### src/rtl/servo_ramp_sequencer.sv
`default_nettype none
// ============================================================================
//  Module      : servo_ramp_sequencer
//  Description : Host-programmable servo position ramper. On each enabled
//                frame tick every channel's position is stepped toward its
//                target, one channel per cycle, then all positions are
//                published to the PWM generator in a single commit cycle.
//                Optional feature macro: SERVO_RAMP_IRQ_EN enables the
//                ArrivePend/Overrun status bits and the Irq output.
//  Revision    : 1.0  initial release
// ============================================================================
module servo_ramp_sequencer #(
    parameter int NUM_SERVO = 4
) (
    input  logic                   Clk,
    input  logic                   Reset,
    input  logic [4:0]             Addr,
    input  logic [15:0]            DataWr,
    output logic [15:0]            DataRd,
    input  logic                   En,
    input  logic                   Wr,
    input  logic                   FrameTick,
    output logic [NUM_SERVO*8-1:0] PwmReg,
    output logic                   Busy,
    output logic                   Irq
);

    typedef enum logic [1:0] {
        IDLE   = 2'd0,
        SCAN   = 2'd1,
        COMMIT = 2'd2
    } state_t;

    localparam logic [7:0] CENTER    = 8'h80;
    localparam logic [4:0] CTRL_ADDR = 5'd16;
    localparam logic [2:0] LAST_IDX  = 3'(NUM_SERVO - 1);

    state_t     state;
    logic [2:0] idx;
    logic       enable;

    logic [7:0] pos    [NUM_SERVO];
    logic [7:0] target [NUM_SERVO];
    logic [7:0] step   [NUM_SERVO];
    logic [7:0] pwm    [NUM_SERVO];

    logic       host_wr;
    logic       ctrl_wr;
    logic [7:0] sel_pos;
    logic [7:0] sel_target;
    logic [7:0] sel_step;
    logic [7:0] next_pos;
    logic       status_arrive;
    logic       status_overrun;

`ifdef SERVO_RAMP_IRQ_EN
    // Moved only feeds arrival detection, so it exists only with the IRQ feature.
    logic       moved;
    logic       arrive_pend;
    logic       overrun;
    logic       all_arrived;
`endif

    assign host_wr = En & Wr;
    assign ctrl_wr = host_wr && (Addr == CTRL_ADDR);
    assign Busy    = (state != IDLE);

    // One ramp step. The 9-bit distance keeps the compare exact; the step is
    // only applied when it cannot reach the target, so it never crosses
    // 0x00 or 0xFF.
    function automatic logic [7:0] ramp_step(input logic [7:0] cur,
                                             input logic [7:0] tgt,
                                             input logic [7:0] stp);
        logic [8:0] diff;
        logic [7:0] moved_pos;
        logic [7:0] result;
        if (tgt >= cur) begin
            diff      = {1'b0, tgt} - {1'b0, cur};
            moved_pos = cur + stp;
        end else begin
            diff      = {1'b0, cur} - {1'b0, tgt};
            moved_pos = cur - stp;
        end
        if ((stp == 8'h00) || (diff <= {1'b0, stp}))
            result = tgt;
        else
            result = moved_pos;
        return result;
    endfunction

    // Select the channel being scanned and compute its next position.
    always_comb begin
        sel_pos    = CENTER;
        sel_target = CENTER;
        sel_step   = 8'h00;
        for (int i = 0; i < NUM_SERVO; i++) begin
            if (idx == 3'(i)) begin
                sel_pos    = pos[i];
                sel_target = target[i];
                sel_step   = step[i];
            end
        end
        next_pos = ramp_step(sel_pos, sel_target, sel_step);
    end

`ifdef SERVO_RAMP_IRQ_EN
    // True when every channel sits on its target.
    always_comb begin
        all_arrived = 1'b1;
        for (int i = 0; i < NUM_SERVO; i++) begin
            if (pos[i] != target[i])
                all_arrived = 1'b0;
        end
    end

    assign status_arrive  = arrive_pend;
    assign status_overrun = overrun;
    assign Irq            = arrive_pend;
`else
    assign status_arrive  = 1'b0;
    assign status_overrun = 1'b0;
    assign Irq            = 1'b0;
`endif

    // Host read mux; unmapped addresses read zero.
    always_comb begin
        DataRd = 16'h0000;
        for (int i = 0; i < NUM_SERVO; i++) begin
            if (Addr == 5'(i))
                DataRd = {step[i], target[i]};
            if (Addr == 5'(8 + i))
                DataRd = {8'h00, pos[i]};
        end
        if (Addr == CTRL_ADDR)
            DataRd = {12'h000, status_overrun, status_arrive, Busy, enable};
    end

    // Host-writable per-channel target and step registers.
    always_ff @(posedge Clk) begin
        if (Reset) begin
            for (int i = 0; i < NUM_SERVO; i++) begin
                target[i] <= CENTER;
                step[i]   <= 8'h00;
            end
        end else begin
            for (int i = 0; i < NUM_SERVO; i++) begin
                if (host_wr && (Addr == 5'(i))) begin
                    target[i] <= DataWr[7:0];
                    step[i]   <= DataWr[15:8];
                end
            end
        end
    end

    // Frame sequencer: scan channels one per cycle, then commit to the PWM bank.
    always_ff @(posedge Clk) begin
        if (Reset) begin
            state  <= IDLE;
            idx    <= 3'd0;
            enable <= 1'b0;
            for (int i = 0; i < NUM_SERVO; i++) begin
                pos[i] <= CENTER;
                pwm[i] <= CENTER;
            end
`ifdef SERVO_RAMP_IRQ_EN
            moved       <= 1'b0;
            arrive_pend <= 1'b0;
            overrun     <= 1'b0;
`endif
        end else begin
            if (ctrl_wr)
                enable <= DataWr[0];

            case (state)
                IDLE: begin
                    if (FrameTick && enable) begin
                        state <= SCAN;
                        idx   <= 3'd0;
`ifdef SERVO_RAMP_IRQ_EN
                        moved <= 1'b0;
`endif
                    end
                end
                SCAN: begin
                    for (int i = 0; i < NUM_SERVO; i++) begin
                        if (idx == 3'(i))
                            pos[i] <= next_pos;
                    end
`ifdef SERVO_RAMP_IRQ_EN
                    if (next_pos != sel_pos)
                        moved <= 1'b1;
`endif
                    if (idx == LAST_IDX)
                        state <= COMMIT;
                    else
                        idx <= idx + 3'd1;
                end
                COMMIT: begin
                    for (int i = 0; i < NUM_SERVO; i++)
                        pwm[i] <= pos[i];
                    state <= IDLE;
                end
                default: state <= IDLE;
            endcase

`ifdef SERVO_RAMP_IRQ_EN
            // Hardware set takes priority over a simultaneous W1C.
            if ((state == COMMIT) && moved && all_arrived)
                arrive_pend <= 1'b1;
            else if (ctrl_wr && DataWr[2])
                arrive_pend <= 1'b0;

            if (FrameTick && (state != IDLE))
                overrun <= 1'b1;
            else if (ctrl_wr && DataWr[3])
                overrun <= 1'b0;
`endif
        end
    end

    generate
        for (genvar g = 0; g < NUM_SERVO; g++) begin : g_pwm_out
            assign PwmReg[8*g +: 8] = pwm[g];
        end
    endgenerate

endmodule
`default_nettype wire

### config.mk
export PLATFORM = sky130hd
export DESIGN_NAME = servo_ramp_sequencer
export DESIGN_NICKNAME = d
export VERILOG_FILES = /design/src/rtl/servo_ramp_sequencer.sv
export SDC_FILE = /design/constraint.sdc
export NUM_CORES = 1
export LEC_CHECK = 0
export ABC_CLOCK_PERIOD_IN_PS = 8350
export CORE_MARGIN = 4
export CORE_UTILIZATION = 36
export CTS_BUF_LIST = sky130_fd_sc_hd__clkbuf_16
export CTS_CLUSTER_SIZE = 20
export DETAILED_ROUTE_END_ITERATION = 6
export SLEW_MARGIN = 20
export SYNTH_ARGS = -nofsm -noshare
export SYNTH_HDL_FRONTEND = slang
export SYNTH_SLANG_ARGS = --single-unit
export TNS_END_PERCENT = 50
### constraint.sdc
create_clock -name Clk -period 8.35 [get_ports Clk]
set_input_delay 1.67 -clock Clk [delete_from_list [all_inputs] [get_ports Clk]]
set_output_delay 1.67 -clock Clk [all_outputs]
set_load 0.1 [all_outputs]
# ---- Yosys cells after proc, flatten, opt, wreduce, memory -nomap -nowiden
# Memory sizes are Yosys's and may differ from the RTL's.
# Cells that the tools add are included.
dict set report totals {
  mem_bits_ro 0
  mem_count 4
  in_bits 26
  latchBits 0
  register_bits 6
  ram_bits 128
  out_inout_bits 50
}
dict set report op_classes {
  div_mod_pow 0
  n_shift 0
  mux 79
  add_sub_neg 5
  eq_ne 16
  n_bitwise 17
  multipliers 0
  reduce_logical 15
  n_lt_le_gt_ge 2
}
# name words width rd rd_clocked_by_memory_dff write_ports line_no
set mem_list {}
lappend mem_list {pos 4 8 4 0 4 42} ;# logic [7:0] pos [NUM_SERVO];
lappend mem_list {pwm 4 8 4 0 4 45} ;# logic [7:0] pwm [NUM_SERVO];
lappend mem_list {step 4 8 4 0 4 44} ;# logic [7:0] step [NUM_SERVO];
lappend mem_list {target 4 8 4 0 4 43} ;# logic [7:0] target [NUM_SERVO];
# operator count
set op_table {}
lappend op_table {{two-way mux 8 bit} 30}
lappend op_table {{two-way mux 16 bit} 9}
lappend op_table {{two-way mux 1 bit} 33}
lappend op_table {{== test 5 x 4 -> 1 bit, second input constant} 4}
lappend op_table {{subtractor 8 x 8 -> 9 bit} 2}
lappend op_table {{bitwise OR 1 bit} 16}
lappend op_table {{== test 5 x 2 -> 1 bit, second input constant} 2}
lappend op_table {{<= comparator 9 x 8 -> 1 bit} 1}
lappend op_table {{two-way mux 9 bit} 1}
lappend op_table {{adder 8 bit} 1}
lappend op_table {{greater-or-equal comparator 8 bit} 1}
lappend op_table {{logical NOT 8 bit} 1}
lappend op_table {{subtractor 8 bit} 1}
lappend op_table {{== test 3 x 2 -> 1 bit, second input constant} 2}
lappend op_table {{logical AND 1 bit} 6}
lappend op_table {{two-way mux 3 bit} 2}
lappend op_table {{!= test 2 bit, second input constant} 3}
lappend op_table {{one-hot mux 3 bit (2 select lines)} 1}
lappend op_table {{== test 5 x 1 -> 1 bit, second input constant} 1}
lappend op_table {{== test 5 bit, second input constant} 1}
lappend op_table {{logical NOT 5 bit} 1}
lappend op_table {{two-way mux 2 bit} 2}
lappend op_table {{one-hot mux 2 bit (2 select lines)} 1}
lappend op_table {{nonzero test 2 bit} 2}
lappend op_table {{10 further kinds} 10}

# ---- Depth between registers and ports, before layout
# Gate-level depths: netlist (run 1).
dict set report logic_depth {
  word_depth 11
  mapped_depth 26
  ltp_nobuf 23
}

# ---- Least setup slack after synthesis (run 1)
# No wires, ideal clock.
dict set report synth_path {
  path_kind {reg-to-reg}
  startpoint {register idx[0]}
  endpoint {memory pos[1][7] (data pin)}
  setup_time_ps 282
  required_time_ps 8068
  n_path_buf 5
  path_stages_with_launch 26
  arrival_ps 5745
  path_slack_ps 2323
  cell_sequence {dfxtp_1 > ha_1 > ha_1 > buf_2 > buf_2 > clkbuf_1 > clkbuf_1 > buf_1 > a21o_1 > inv_1 > ha_1 > and2_1 > o211ai_1 > a31oi_1 > o221ai_1 > and4_1 > a41oi_1 > nand4b_1 > ha_1 > a2111o_1 > nor2_1 > and3_1 > nor4_2 > a211oi_4 > o31ai_1 > o2111ai_1}
}
# element line_no
set synth_rtl {}
lappend synth_rtl {{from (decl)} 39} ;# logic [2:0] idx;
lappend synth_rtl {{from (signal assigned)} 196} ;# idx <= idx + 3'd1;
lappend synth_rtl {{to (decl)} 42}

==> results of run 1 <==
## layout make-up
class                   count  area share (%)
flip-flops and latches    134            40.4
multi-input cells         542            40.1
inverters                  30            1.15
repair buffers             92            8.93
clock buffers              17            4.34
clock inverters            14            1.47
well taps                 280            3.57
## registers in the layout (all words and copies together) (netlist names)
signal / count
pos: 32
pwm: 32
step: 32
target: 32
idx: 3
state: 2
enable: 1
## cell families (layout without fill, tap and decap cells)
logic type | after synthesis | in the layout | synth area share (%)
AO/OA/AOI/OAI | 198 | 198 | 19.4
AND/OR/NAND/NOR | 277 | 277 | 19.2
flip-flops | 134 | 134 | 48.8
multiplexers | 9 | 9 | 1.15
adder cells (fa/ha/maj) | 40 | 40 | 6.43
XOR/XNOR | 17 | 17 | 1.83
other | 1 | 1 | 0.0461
buffers and inverters | 62 | 153 | 3.12
## how the worst max path moves through the flow
stage	startpoint	endpoint	depth (start not counted)
2_1_floorplan	idx[0]$_SDFFE_PP0P_	pos[1][7]$_SDFFCE_PN1P_	25
3_3_place_gp	idx[0]$_SDFFE_PP0P_	pos[0][7]$_SDFFCE_PN1P_	23
3_5_place_dp	idx[0]$_SDFFE_PP0P_	pos[0][7]$_SDFFCE_PN1P_	23
4_1_cts	idx[0]$_SDFFE_PP0P_	pos[1][7]$_SDFFCE_PN1P_	23
5_1_grt	idx[0]$_SDFFE_PP0P_	pos[1][7]$_SDFFCE_PN1P_	25
6_report	idx[0]$_SDFFE_PP0P_	pos[1][7]$_SDFFCE_PN1P_	23
## metal layers
layer  track usage, %  vias up
met2             29.1      276
met4             5.04        0
met3             3.10       26
met1             26.7     3001
li1                 -     2962
met5                0        -
## worst reg2reg max path: cells and delay by family, from the launching register on
family	cells	cell delay (ns)
AND/OR/NAND/NOR	9	2.56
AO/OA/AOI/OAI	8	2.20
adder cells (fa/ha/maj)	3	1.13
flip-flops	1	0.35
multiplexers	1	0.27
buffers and inverters	2	0.23
## per-stage QoR
stage / total power, uW / hold WS [ns] / instance area (sq um)
after floorplan: 1030 / 0.487 / 8130
after global placement: 1140 / 0.553 / 9240
after detailed placement: 1140 / 0.558 / 9240
after CTS: 1860 / 0.570 / 9810
after global routing: 1920 / 0.600 / 9810
final: 1860 / 0.572 / 9810
## placed cells by master, fill, tap and decap left out, drive strengths merged, types with 4 or more instances in the layout
| master | instances |
|---|---|
| a211oi | 7 |
| a21o | 17 |
| a21oi | 33 |
| a221o | 12 |
| a221oi | 17 |
| a222oi | 4 |
| a22o | 6 |
| a22oi | 29 |
| a31o | 5 |
| a31oi | 4 |
| a32oi | 4 |
| a41oi | 4 |
| and2 | 94 |
| buf | 18 |
| clkbuf | 17 |
| clkdlybuf4s50 | 74 |
| clkinv | 7 |
| dfxtp | 6 |
| edfxtp | 128 |
| ha | 37 |
| inv | 32 |
| mux2i | 6 |
| nand2 | 47 |
| nand2b | 19 |
| nand3 | 13 |
| nand4 | 9 |
| nor2 | 31 |
| nor2b | 10 |
| nor3 | 28 |
| nor3b | 5 |
| nor4 | 6 |
| o2111ai | 4 |
| o211ai | 8 |
| o21ai | 26 |
| o31ai | 6 |
| or3 | 5 |
| xnor2 | 11 |
| xor2 | 6 |
## power breakdown
group          leakage, uW  switching [uW]  total [uW]  internal [uW]
clock             0.000283             269         728            459
sequential         0.00129            18.5         780            762
combinational      0.00207             235         348            113
==> metrics.csv, run 1 <==
stage;metric;value;unit
finish;area of the multi-input gates;3940;sq um
global_routing;vias in the first global route;5930;
worst_setup_path;class of the most critical setup path;register to register;
global_routing;first-pass GRT wire length;35400;microns
clocking;CTS max path bufs;2;
timing;final worst path period share;84.2;%
synth;ys flop type;edfxtp_1;
clocking;Post-CTS Resized;0;
worst_setup_path;Worst EP arrival;7.16;ns
place;DP Worst Slack;1.46;ns
routing;vias per cell;5.65;
worst_setup_path;Worst R2R Path Depth;23;
hold_path;cell depth of the worst hold path;2;
clocking;clock root cell;clkbuf_16;
synth;post-synthesis instance area;8130;sq um
clocking;worst skew pair latency;0.43;ns
floorplan;die width;158;microns
synth;asr flop ratio synth;0;%
worst_setup_path;crit path capture type;register;
finish;P&R area growth vs syn;20.7;%
timing;final setup fails;0;
synth;Avg Inst Size Synth;11.0;sq um
hold_path;sink of the worst hold path;enable$_SDFFE_PP0P_;
floorplan;Die Ht;158;microns
routing;1st-iter DRT viols;556;
run_status;status;finished, final reports clean;
timing;RSZ-0062 raised after global routing;false;
worst_setup_path;Worst R2R End;pos[1][7]$_SDFFCE_PN1P_;
worst_setup_path;Critical Path Most Common Cell;ha_1;
clocking;maximum level of the CTS H-tree;4;
synth;area share of the largest cell type after synthesis;47.3;%
clocking;postcts setup bufs;0;
pwr;peak supply drop;0.000135;V
worst_setup_path;Max stage delay on crit path;0.69;ns
hold_path;Hold Startpoint;enable$_SDFFE_PP0P_;
synth;Yosys top cell by area;edfxtp_1;
synth;post-synthesis net count;804;
worst_setup_path;R2R setup slack;1.32;ns
floorplan;io pins;76;
routing;max layer used;met4;
global_routing;GRT Residual Overflow;0;
finish;fill cell count;2052;
synth;Cells after Synth;738;
synth;top cells by count, synth;edfxtp_1, and2_1, nand2_1, ha_1, a21oi_1;
worst_setup_path;Buffers & Inverters on Critical Path;2;
timing;Worst-Margin Slew;1.10;ns
global_routing;pin count of the biggest net entering global routing;34;
synth;number of synthesized flops with an enable pin;128;
synth;synth warn;0;
synth;synth top area cells;edfxtp_1, and2_1, ha_1, a22oi_1, nand2_1;
job;Max-Cap Viols;0;
global_routing;number of antenna violations at the first check in global routing;0;
floorplan;core box area;22000;sq um
routing;drt first pass iters;5;
worst_setup_path;CP Cell Sequence;inv_1, ha_1, nand2b_1, nor2_1, nor3_1, a21oi_1, inv_1, ha_1, and3_1, o21ai_1, a31oi_1, nor2_2, o21ai_0, mux2_2, nand4b_1, ha_1, a2111o_1, nor2_1, and3_1, nor4_2, a211oi_4, o31ai_1, o2111ai_1;
worst_setup_path;critical path's top delay family;simple AND/OR/NAND/NOR gates;
timing;min Tclk post-route;7.03;ns
clocking;count of hold-fix buffers inserted at cts;0;
timing;worst clock skew;0.0106;ns
clocking;clock transition at the registers of the reported paths;0.06;ns
worst_setup_path;reg2reg start;idx[0]$_SDFFE_PP0P_;
finish;layout cells sized above 1;10.4;%
worst_setup_path;Crit Path Max Fanout;17;
hold_path;type of the tightest min-delay check;register to register;
place;routability congestion estimate;0.951;
worst_setup_path;Required @ worst endpoint;8.48;ns
worst_setup_path;CP max-delay cell;nor4_2;
timing;PnR worst setup slack;1.32;ns
place;port buffer count;74;
pwr;Leak;0.00364;uW
clocking;cts bufs inserted;17;
timing;Setup TNS Final;0;ns
place;final HPWL from detailed placement;17000;microns
finish;Reg area;3960;sq um
floorplan;Core Rows;54;
routing;met3 WL;1630;microns
timing;Max Slew Vio Count;0;
clocking;total clock sinks;134;
routing;DRC viols;0;
routing;Routed Antenna Nets;0;
finish;nets;883;
synth;most common cell in the netlist;edfxtp_1;
floorplan;Starting Density;36.9;%
synth;synthesized flop and latch total;134;
place;DP Cell Count;1078;
timing;Final Hold Fails;0;
synth;Netlist cell types;72;
timing;Max transition margin;26.3;%
synth;register area share after synthesis;48.8;%
routing;Routed WL per cell;20.8;microns
finish;# diodes;0;
global_routing;GRT Resource Usage Total;18.5;%
routing;routed wl met2;10400;microns
timing;Highest Clock Rate;142;MHz
floorplan;full die area;25100;sq um
routing;WL met1;10600;microns
routing;drt total wl;23000;microns
clocking;TritonCTS clock tree;yes;
routing;vias;6265;
finish;fin util;44.5;%
pwr;cell area power density;189;nW/um^2
worst_setup_path;type of origin of the critical path;register;
finish;final std cells w/o fill;1109;
Note: power is estimated with default switching activity, not from simulation.
==> run 2: changes to the inputs <==
ABC_CLOCK_PERIOD_IN_PS = 6500   (was 8350)
clock period = 6.5 ns   (was 8.35 ns; I/O delays follow)
==> metrics.csv, run 2 (same netlist as run 1, synthesis figures left out) <==
stage;metric;value;unit;change
run_status;status;finished, final reports clean;;
finish;most frequent cells in the layout;edfxtp_1, and2_1, clkdlybuf4s50_1;;
pwr;Switching Share;27.1;%;-1.1 points
timing;Setup TNS Final;0;ns;unchanged
clocking;CTS max path bufs;2;;unchanged
pwr;Psw;684;uW;+31%
timing;min Tclk post-route;6.05;ns;-0.984 ns
clocking;clock root cell;clkbuf_16;;
global_routing;GRT Resource Usage Total;19.0;%;+0.45 points
timing;worst clock skew;0.0123;ns;+0.00163 ns
pwr;Leak;0.00375;uW;+3.1%
pwr;Clock power frac;42.4;%;+3.2 points
clocking;total clock sinks;134;;unchanged
routing;1st-iter DRT viols;663;;+19%
global_routing;GR Layer Usage met3;5.08;%;+2.0 points
finish;nets;891;;+0.91%
floorplan;io pins;76;;unchanged
routing;vias per cell;5.71;;+1.1%
routing;DRC viols;0;;unchanged
clocking;TritonCTS clock tree;yes;;
finish;commonest non-fill, non-tap cell in the layout;edfxtp_1;;
place;final HPWL from detailed placement;17300;microns;+2.1%
routing;vias;6386;;+1.9%
timing;final worst path period share;93.0;%;+8.8 points
routing;Routed Antenna Nets;0;;unchanged
global_routing;pin count of the biggest net entering global routing;32;;-5.9%
place;port buffer count;74;;unchanged
worst_setup_path;Worst EP arrival;6.29;ns;-0.87 ns
floorplan;Die Ht;158;microns;unchanged
pwr;cell area power density;254;nW/um^2;+34%
worst_setup_path;Required @ worst endpoint;6.75;ns;-1.73 ns
worst_setup_path;CP Cell Sequence;ha_1, ha_2, buf_4, a211oi_1, a21oi_1, ha_1, buf_4, a21oi_2, o2111ai_1, and4_1, a41oi_1, nand4b_1, ha_1, a2111o_1, nor2_1, and3_1, nor4_2, buf_4, a211oi_4, o31ai_1, buf_4, o2111ai_1;;
routing;drt total wl;23100;microns;+0.22%
global_routing;vias in the first global route;6204;;+4.6%
global_routing;met2 GRT Util;30.2;%;+1.0 points
worst_setup_path;Crit Path Max Fanout;31;;+14
floorplan;die width;158;microns;unchanged
timing;final setup fails;0;;unchanged
clocking;maximum level of the CTS H-tree;4;;unchanged
timing;Highest Clock Rate;165;MHz;+16%
clocking;worst skew pair latency;0.42;ns;about the same
global_routing;first-pass GRT wire length;36000;microns;+1.8%
clocking;clock transition at the registers of the reported paths;0.06;ns;about the same
clocking;cts bufs inserted;17;;unchanged
global_routing;grt met1 use;25.5;%;-1.1 points
timing;Worst-Margin Slew;1.09;ns;-0.00867 ns
worst_setup_path;CP max-delay cell;a21oi_1;;
routing;Routed WL per cell;20.6;microns;-0.59%
pwr;Total Power;2530;uW;+36%
finish;P&R area growth vs syn;22.1;%;
worst_setup_path;critical path's top delay family;compound AO/OA/AOI/OAI gates;;
worst_setup_path;crit path capture type;register;;
floorplan;Core Rows;54;;unchanged
worst_setup_path;Critical Path Most Common Cell;buf_4;;
worst_setup_path;class of the most critical setup path;register to register;;
global_routing;number of antenna violations at the first check in global routing;0;;unchanged
timing;PnR worst setup slack;0.454;ns;-0.866 ns
place;DP Worst Slack;0.361;ns;-1.10 ns
worst_setup_path;type of origin of the critical path;register;;
floorplan;full die area;25100;sq um;unchanged
hold_path;type of the tightest min-delay check;register to register;;
worst_setup_path;Buffers & Inverters on Critical Path;4;;+2
timing;Max Slew Vio Count;0;;unchanged
pwr;sequential share of power;39.7;%;-2.3 points
routing;drt first pass iters;6;;+1
timing;RSZ-0062 raised after global routing;false;;
pwr;Int Power;1840;uW;+38%
job;Max-Cap Viols;0;;unchanged
floorplan;core box area;22000;sq um;unchanged
pwr;Logic pwr share;17.9;%;-0.9 points
timing;Final Hold Fails;0;;unchanged
finish;# diodes;0;;unchanged
finish;fill cell count;2033;;-0.93%
floorplan;Starting Density;36.9;%;unchanged
timing;Max transition margin;26.9;%;+0.58 points
global_routing;GRT Residual Overflow;0;;unchanged
place;routability congestion estimate;0.914;;-3.9%
global_routing;gr busiest metal;met2;;
worst_setup_path;Max stage delay on crit path;0.60;ns;-0.09 ns
finish;layout cells sized above 1;13.6;%;+3.2 points
pwr;peak supply drop;0.000186;V;+37%
[run 2: cell types whose count changed in the layout (fill, tap and decap cells not counted), moves of 2 or more]
cell	change
buf_4	+24
clkinv_2	-2
clkinv_4	+2
bufinv_16	+3
clkdlybuf4s50_1	-16
clkinv_1	-2
[run 2: stage by stage]
step	hold slack [ns]	instances	cell area, sq um	utilization (%)
2_1_floorplan	0.487	738	8130	-
3_3_place_gp	0.562	1086	9260	42.0
3_5_place_dp	0.558	1086	9260	42.0
4_1_cts	0.569	1118	9920	45.0
5_1_grt	0.630	1118	9930	45.1
6_report	0.567	1118	9930	45.1
[run 2: layer usage]
metal	routed length, microns	vias to the layer above
met5	0	-
met4	472	0
met3	2010	42
met2	10600	298
met1	9980	3061
li1	-	2985
[run 2: final timing paths]
check             slack [ns]  cells after the start                start                       to
hold reg to reg         0.57                      2  idx[0]$_SDFFE_PP0P_      idx[0]$_SDFFE_PP0P_
hold / removal          0.57                      2  idx[0]$_SDFFE_PP0P_      idx[0]$_SDFFE_PP0P_
setup / recovery        0.45                     22  idx[0]$_SDFFE_PP0P_  pos[1][7]$_SDFFCE_PN1P_
setup reg to reg        0.45                     22  idx[0]$_SDFFE_PP0P_  pos[1][7]$_SDFFCE_PN1P_
[run 2: power groups by stage]
stage	Combinational (uW)	Sequential (uW)	Clock, uW
3_3_place_gp	449	1020	0
2_1_floorplan	273	1050	0
4_1_cts	451	1000	1080
6_report	452	1000	1070
3_5_place_dp	449	1020	0
5_1_grt	486	1010	1120
[run 2: area by class of cell]
type                    count  area, sq um  share of cell area, %
repair buffers            100          896                   9.02
flip-flops and latches    134         3960                   39.9
clock buffers              17          425                   4.28
clock inverters            15          235                   2.37
well taps                 280          350                   3.53
inverters                  30          113                   1.13
multi-input cells         542         3950                   39.7
[run 2: worst reg2reg max path, cell delays in order (launching register included)]
cell and delay [ns]:
dfxtp_1 0.39, ha_1 0.18, ha_2 0.59, buf_4 0.30, a211oi_1 0.06, a21oi_1 0.60, ha_1 0.37, buf_4 0.18
a21oi_2 0.28, o2111ai_1 0.19, and4_1 0.27, a41oi_1 0.22, nand4b_1 0.13, ha_1 0.32, a2111o_1 0.39, nor2_1 0.09
and3_1 0.18, nor4_2 0.05, buf_4 0.16, a211oi_4 0.47, o31ai_1 0.16, buf_4 0.20, o2111ai_1 0.10
[run 2: what timing repair did]
action                                  in CTS  in global routing
hold buffers                                 0                  0
endpoints found under the setup margin       0                 13
resized for setup                            0                  2
setup buffers                                0                  0
